`config.mk`:
```
export PLATFORM = sky130hd
export DESIGN_NAME = booth_mult_driver_flat
export DESIGN_NICKNAME = d
export VERILOG_FILES = /design/src/rtl/booth_bist_pkg.sv /design/src/rtl/booth_mult_driver_if.sv /design/src/rtl/booth_mult_driver_misr.sv /design/src/rtl/booth_mult_driver.sv /design/src/flat_wrapper.sv
export SDC_FILE = /design/constraint.sdc
export NUM_CORES = 1
export LEC_CHECK = 0
export ABC_AREA = 1
export CORE_MARGIN = 2
export CORE_UTILIZATION = 30
export DETAILED_ROUTE_END_ITERATION = 7
export PLACE_DENSITY_LB_ADDON = 0.05
export REMOVE_ABC_BUFFERS = 1
export SYNTH_ARGS = -nofsm -noshare
export SYNTH_HDL_FRONTEND = slang
export SYNTH_HIERARCHICAL = 1
export SYNTH_SLANG_ARGS = --single-unit
```
`constraint.sdc`:
```
create_clock -name clk -period 3.2 [get_ports clk]
set_input_delay 0.32 -clock clk [delete_from_list [all_inputs] [get_ports clk]]
set_output_delay 0.32 -clock clk [all_outputs]
set_load 0.03 [all_outputs]
```
`src/rtl/booth_bist_pkg.sv`:
```
// Shared types and defaults for the Booth multiplier BIST driver.
package booth_bist_pkg;

  localparam int DEF_WIDTH = 4;
  localparam int DEF_TIMEOUT = 15;
  localparam logic [7:0] DEF_MISR_POLY = 8'h1D;

  typedef enum logic [2:0] {
    IDLE,
    ISSUE,
    WAIT_BUSY,
    WAIT_DONE,
    HOLD
  } state_e;

endpackage

```
`src/rtl/booth_mult_driver_if.sv`:
```
// Operand stream, multiplier start/busy bus and result stream of the driver.
interface booth_mult_driver_if #(
  parameter int WIDTH = 4
);

  logic                 op_valid;
  logic                 op_ready;
  logic [WIDTH-1:0]     op_a;
  logic [WIDTH-1:0]     op_b;
  logic                 m_start;
  logic [WIDTH-1:0]     m_a;
  logic [WIDTH-1:0]     m_b;
  logic                 m_busy;
  logic [2*WIDTH-1:0]   m_product;
  logic                 res_valid;
  logic                 res_ready;
  logic [2*WIDTH-1:0]   res_product;
  logic                 res_err;

  // master is the driver's view; slave is the surrounding environment.
  modport master (
    input  op_valid, op_a, op_b, m_busy, m_product, res_ready,
    output op_ready, m_start, m_a, m_b, res_valid, res_product, res_err
  );

  modport slave (
    output op_valid, op_a, op_b, m_busy, m_product, res_ready,
    input  op_ready, m_start, m_a, m_b, res_valid, res_product, res_err
  );

endinterface

```
`src/rtl/booth_mult_driver_misr.sv`:
```
// Galois MISR accumulating products into a signature; clear overrides update.
module misr_reg #(
  parameter int WIDTH = 8,
  parameter logic [WIDTH-1:0] POLY = 8'h1D
) (
  input  logic             clk,
  input  logic             rst_n,
  input  logic             en,
  input  logic             clr,
  input  logic [WIDTH-1:0] data,
  output logic [WIDTH-1:0] sig
);

  logic [WIDTH-1:0] sig_q;
  logic [WIDTH-1:0] sig_d;

  always_comb begin
    sig_d = sig_q;
    if (clr) begin
      sig_d = '0;
    end else if (en) begin
      sig_d = {sig_q[WIDTH-2:0], 1'b0} ^ (sig_q[WIDTH-1] ? POLY : '0) ^ data;
    end
  end

  always_ff @(posedge clk or negedge rst_n) begin
    if (!rst_n) begin
      sig_q <= '0;
    end else begin
      sig_q <= sig_d;
    end
  end

  assign sig = sig_q;

endmodule

```
`src/rtl/booth_mult_driver.sv`:
```
// Start/busy initiator for the Booth multiplier: one start per operand pair,
// timeout supervision, registered result stream and MISR signature.
module booth_mult_driver
  import booth_bist_pkg::*;
#(
  parameter int WIDTH = DEF_WIDTH,
  parameter int TIMEOUT = DEF_TIMEOUT,
  parameter logic [2*WIDTH-1:0] MISR_POLY = DEF_MISR_POLY
) (
  input  logic                  clk,
  input  logic                  rst_n,
  booth_mult_driver_if.master   bus,
  input  logic                  sig_clr,
  output logic                  err,
  output logic [2*WIDTH-1:0]    sig
);

  localparam int CNT_W = $clog2(TIMEOUT + 1);
  localparam logic [CNT_W-1:0] CNT_LAST = CNT_W'(TIMEOUT - 1);

  state_e               state_q, state_d;
  logic                 m_start_q, m_start_d;
  logic [WIDTH-1:0]     m_a_q, m_a_d;
  logic [WIDTH-1:0]     m_b_q, m_b_d;
  logic [CNT_W-1:0]     cnt_q, cnt_d;
  logic                 res_valid_q, res_valid_d;
  logic [2*WIDTH-1:0]   res_product_q, res_product_d;
  logic                 res_err_q, res_err_d;
  logic                 err_q, err_d;
  logic                 misr_en;
  logic                 op_ready;

  // Never offer to accept while the core is still finishing an earlier run.
  assign op_ready = (state_q == IDLE) && !bus.m_busy;

  always_comb begin
    state_d       = state_q;
    m_start_d     = 1'b0;
    m_a_d         = m_a_q;
    m_b_d         = m_b_q;
    cnt_d         = cnt_q;
    res_valid_d   = res_valid_q;
    res_product_d = res_product_q;
    res_err_d     = res_err_q;
    err_d         = err_q;
    misr_en       = 1'b0;

    case (state_q)
      IDLE: begin
        if (bus.op_valid && op_ready) begin
          m_a_d     = bus.op_a;
          m_b_d     = bus.op_b;
          cnt_d     = '0;
          m_start_d = 1'b1;
          state_d   = ISSUE;
        end
      end
      ISSUE: begin
        state_d = WAIT_BUSY;
      end
      WAIT_BUSY, WAIT_DONE: begin
        cnt_d = cnt_q + 1'b1;
        // A completion seen on the last allowed cycle still counts as good.
        if (state_q == WAIT_DONE && !bus.m_busy) begin
          res_product_d = bus.m_product;
          res_err_d     = 1'b0;
          res_valid_d   = 1'b1;
          misr_en       = 1'b1;
          state_d       = HOLD;
        end else if (cnt_q == CNT_LAST) begin
          res_product_d = '0;
          res_err_d     = 1'b1;
          err_d         = 1'b1;
          res_valid_d   = 1'b1;
          state_d       = HOLD;
        end else if (state_q == WAIT_BUSY && bus.m_busy) begin
          state_d = WAIT_DONE;
        end
      end
      HOLD: begin
        if (bus.res_ready) begin
          res_valid_d = 1'b0;
          state_d     = IDLE;
        end
      end
      default: begin
        state_d = IDLE;
      end
    endcase
  end

  always_ff @(posedge clk or negedge rst_n) begin
    if (!rst_n) begin
      state_q       <= IDLE;
      m_start_q     <= 1'b0;
      m_a_q         <= '0;
      m_b_q         <= '0;
      cnt_q         <= '0;
      res_valid_q   <= 1'b0;
      res_product_q <= '0;
      res_err_q     <= 1'b0;
      err_q         <= 1'b0;
    end else begin
      state_q       <= state_d;
      m_start_q     <= m_start_d;
      m_a_q         <= m_a_d;
      m_b_q         <= m_b_d;
      cnt_q         <= cnt_d;
      res_valid_q   <= res_valid_d;
      res_product_q <= res_product_d;
      res_err_q     <= res_err_d;
      err_q         <= err_d;
    end
  end

  misr_reg #(
    .WIDTH (2 * WIDTH),
    .POLY  (MISR_POLY)
  ) u_misr (
    .clk   (clk),
    .rst_n (rst_n),
    .en    (misr_en),
    .clr   (sig_clr),
    .data  (bus.m_product),
    .sig   (sig)
  );

  assign bus.op_ready    = op_ready;
  assign bus.m_start     = m_start_q;
  assign bus.m_a         = m_a_q;
  assign bus.m_b         = m_b_q;
  assign bus.res_valid   = res_valid_q;
  assign bus.res_product = res_product_q;
  assign bus.res_err     = res_err_q;
  assign err             = err_q;

endmodule

```
`src/flat_wrapper.sv`:
```
// flat-port wrapper written by rule: the top's interface ports become plain ports
module booth_mult_driver_flat import booth_bist_pkg::*;
#(
  parameter int WIDTH = DEF_WIDTH,
  parameter int TIMEOUT = DEF_TIMEOUT,
  parameter logic [2*WIDTH-1:0] MISR_POLY = DEF_MISR_POLY
)
  (clk, rst_n, sig_clr, err, sig, bus_op_valid, bus_op_a, bus_op_b, bus_m_busy, bus_m_product, bus_res_ready, bus_op_ready, bus_m_start, bus_m_a, bus_m_b, bus_res_valid, bus_res_product, bus_res_err);
  booth_mult_driver_if #(.WIDTH(WIDTH)) bus_i ();
  input  logic clk;
  input  logic rst_n;
  input  logic sig_clr;
  output logic err;
  output logic [2*WIDTH-1:0] sig;
  input wire logic [$bits(bus_i.op_valid)-1:0] bus_op_valid;
  input wire logic [$bits(bus_i.op_a)-1:0] bus_op_a;
  input wire logic [$bits(bus_i.op_b)-1:0] bus_op_b;
  input wire logic [$bits(bus_i.m_busy)-1:0] bus_m_busy;
  input wire logic [$bits(bus_i.m_product)-1:0] bus_m_product;
  input wire logic [$bits(bus_i.res_ready)-1:0] bus_res_ready;
  output wire logic [$bits(bus_i.op_ready)-1:0] bus_op_ready;
  output wire logic [$bits(bus_i.m_start)-1:0] bus_m_start;
  output wire logic [$bits(bus_i.m_a)-1:0] bus_m_a;
  output wire logic [$bits(bus_i.m_b)-1:0] bus_m_b;
  output wire logic [$bits(bus_i.res_valid)-1:0] bus_res_valid;
  output wire logic [$bits(bus_i.res_product)-1:0] bus_res_product;
  output wire logic [$bits(bus_i.res_err)-1:0] bus_res_err;
  assign bus_i.op_valid = bus_op_valid;
  assign bus_i.op_a = bus_op_a;
  assign bus_i.op_b = bus_op_b;
  assign bus_i.m_busy = bus_m_busy;
  assign bus_i.m_product = bus_m_product;
  assign bus_i.res_ready = bus_res_ready;
  assign bus_op_ready = bus_i.op_ready;
  assign bus_m_start = bus_i.m_start;
  assign bus_m_a = bus_i.m_a;
  assign bus_m_b = bus_i.m_b;
  assign bus_res_valid = bus_i.res_valid;
  assign bus_res_product = bus_i.res_product;
  assign bus_res_err = bus_i.res_err;
  booth_mult_driver #(.WIDTH(WIDTH), .TIMEOUT(TIMEOUT), .MISR_POLY(MISR_POLY)) u_core (.clk(clk), .rst_n(rst_n), .bus(bus_i), .sig_clr(sig_clr), .err(err), .sig(sig));
endmodule
```
==> results.cfg <==
[run_status]
status = complete, no violations

[clock_network]
cts_sinks = 35
cts_hold_buf = 0
cts_setup_buffers = 0
cts_root_buf = clkbuf_8
cts.repair.resized = 0
cts_buffer_depth = 2
cts_buffers = 5
h-tree-depth = 2
cts_tree = built
path_clk_slew_ns = 0.07
worstSkewPairLatency_ns = 0.28

[synth]
ys_types = 23
synth_area_um2 = 1620
synthTopCellsByArea = dfrtp_1 (54%), nand2_1 (19%), nand3_1 (4.3%)
async_flop_share_pct = 100
ys_ff_latch = 35
synthCells = 189
synth_largest_area_cell = dfrtp_1
synthFlopType = dfrtp_1
synth_warnings = 6
synth-edff-count = 0
netlist.area_leader.share_pct = 54.0
yosysSeqAreaShare_pct = 54.0
avgSynthCellArea_um2 = 8.58

[global_routing]
antenna_found_initial = 0
globalRoute.totalOverflow = 0
grt_pass1_vias = 1315
grt_pass1_wl_um = 6100
grt_max_degree = 36
track_usage_pct = 13.0

[sta]
slew_viol_final = 0
fin_crit_ns = 2.07
timing.final.crit_share_pct = 64.7
fin_setup_tns_ns = 0
post-route-worst-setup-slack_ns = 1.13
slew_headroom_pct = 47.4
worstMarginPinSlew_ns = 0.789
fmax_mhz = 483
hold_viol = 0
clock_skew_ns = 0.00464
grt_setup_unrepaired = no
finalSetupViolCount = 0

[power_and_ir_drop]
static-leakage-power_nw = 1.08
p_int_w = 0.00115
switchingPower_w = 0.000852
comb_power_share_pct = 48.5
p_per_area_nw_per_um2 = 886
power_switching_share_pct = 42.6
vdd_drop_max_uv = 370
clockPowerShare_pct = 15.4
seqPwrFrac_pct = 36.0

[placed_design]
portBuffers = 50
dp_hpwl_um = 2600
dp_slack_ns = 1.15
routabilityCongestion = 0.743

[finish]
diodes = 0
synthToLayoutAreaGrowth_pct = 39.1
fin_util_pct = 43.6
drive_above_1_share_pct = 8.61
nets = 267

[floorplan]
num_rows = 26
die_h_um = 77.5
pin_count = 51
die_area_um2 = 6010
die_width_um = 77.5
initial_core_util_pct = 31.3
core_region_area_um2 = 5170

[routing]
drc = 0
drt_iter0_markers = 51
vias = 1382
viasPerCell = 4.40
routedWlPerCell_um = 11.5
dr.pass1.iters = 4
drtAntennaViolNets = 0
routed_wl_um = 3630

[worst_setup_path]
r2r-start = u_core/state_q[2]
r2r_cells = 8
cp.arrival_ns = 1.75
r2r-end = u_core/u_misr/sig[5]
end_kind = primary output
crit_type = flip-flop to primary output
rrSetupSlack_ns = 1.53
cp-start-kind = flip-flop
crit_fanout = 3
required_ns = 2.88

[worst_hold_path]
hold_class = primary input to asynchronous set/reset pin

[job]
max_cap_violations = 0
## registers in the layout (all words and copies together), names as in the netlist
name / flops
u_core/bus.res_product: 8
u_core/cnt_q: 4
u_core/u_misr/sig: 8
u_core/bus.res_err: 1
u_core/bus.res_valid: 1
u_core/bus.m_b: 4
u_core/err: 1
u_core/bus.m_start: 1
u_core/bus.m_a: 4
u_core/state_q: 3
## power groups by stage
stage / combinational [W] / sequential, W / clock (W)
floorplan: 0.000366 / 0.000959 / 0
global placement: 0.000981 / 0.000732 / 0
detailed placement: 0.000984 / 0.000730 / 0
CTS: 0.000987 / 0.000723 / 0.000322
global route: 0.00107 / 0.000744 / 0.000336
finish: 0.000970 / 0.000720 / 0.000308
## layout make-up
type,count,area (um^2)
Multi-Input combinational cell,131,638
Timing Repair Buffer,50,495
Inverter,20,77.6
Tap cell,70,87.6
Clock buffer,7,76.3
Fill cell,541,2920
Clock inverter,1,5.00
Sequential cell,35,876
## worst max-delay path, cell delays in order (launching register included)
cell and delay (ns):
dfrtp_1 0.42, nor2_2 0.17, nand2_2 0.10, nor2_4 0.10
clkdlybuf4s50_1 0.67
## layout by cell type (no fill, tap or decap), types with 2 or more instances in the layout
cell / netlist / routed
nor2_4: 5 / 5
nor2_2: 2 / 2
clkbuf_1: 0 / 2
nand2_1: 81 / 81
o22ai_1: 2 / 2
dfrtp_1: 35 / 35
o21ai_1: 3 / 3
clkbuf_8: 0 / 5
nor2_1: 5 / 5
nand3_1: 14 / 14
ha_1: 2 / 2
nand4_1: 2 / 2
inv_1: 16 / 16
o21ai_0: 3 / 3
xnor2_1: 5 / 5
nand2_2: 2 / 2
inv_2: 3 / 3
clkdlybuf4s50_1: 0 / 49
## synthesized netlist by cell type (3+ instances only)
cell type	instances
nor2_4	5
xnor2_1	5
nand2_1	81
nor2_1	5
inv_2	3
o21ai_1	3
dfrtp_1	35
inv_1	16
nand3_1	14
o21ai_0	3
## logic make-up (layout without fill, tap and decap cells)
| logic type | after synthesis | after routing | synth area share [%] |
|---|---|---|---|
| and+or+nand+nor | 111 | 111 | 30.0 |
| DFF | 35 | 35 | 54.0 |
| buffers and inverters | 23 | 78 | 6.64 |
| AOI/OAI and AO/OA | 12 | 12 | 4.55 |
| xor gates and xnor gates | 6 | 6 | 3.24 |
| adders and majority gates | 2 | 2 | 1.54 |
## metrics by stage
| step | power (W) | hold WS, ns | instances | instance area [um^2] |
|---|---|---|---|---|
| floorplan | 0.00133 | 0.0244 | 186 | 1590 |
| global placement | 0.00171 | 0.458 | 306 | 2170 |
| detailed placement | 0.00171 | 0.456 | 306 | 2170 |
| CTS | 0.00203 | 0.144 | 314 | 2260 |
| global route | 0.00215 | 0.178 | 314 | 2260 |
| finish | 0.00200 | 0.115 | 314 | 2260 |
## worst max path at each step
stage                                       to  cells past startpoint         startpoint
after floorplan           u_core/u_misr/sig[6]                      8  u_core/state_q[2]
after global placement    u_core/u_misr/sig[6]                      9         bus_m_busy
after detailed placement  u_core/u_misr/sig[5]                      9         bus_m_busy
after CTS                         bus_op_ready                      4  u_core/state_q[1]
after global routing              bus_op_ready                      4  u_core/state_q[1]
final                             bus_op_ready                      4  u_core/state_q[1]
## metal layers
metal / vias to the layer above / GRT usage, % / routed length, um
met5: - / 0 / 0
met4: 0 / 5.36 / 57
met3: 7 / 3.60 / 190
met2: 39 / 19.9 / 1660
met1: 635 / 17.4 / 1720
li1: 701 / - / -
(Power assumes the default switching activity.)
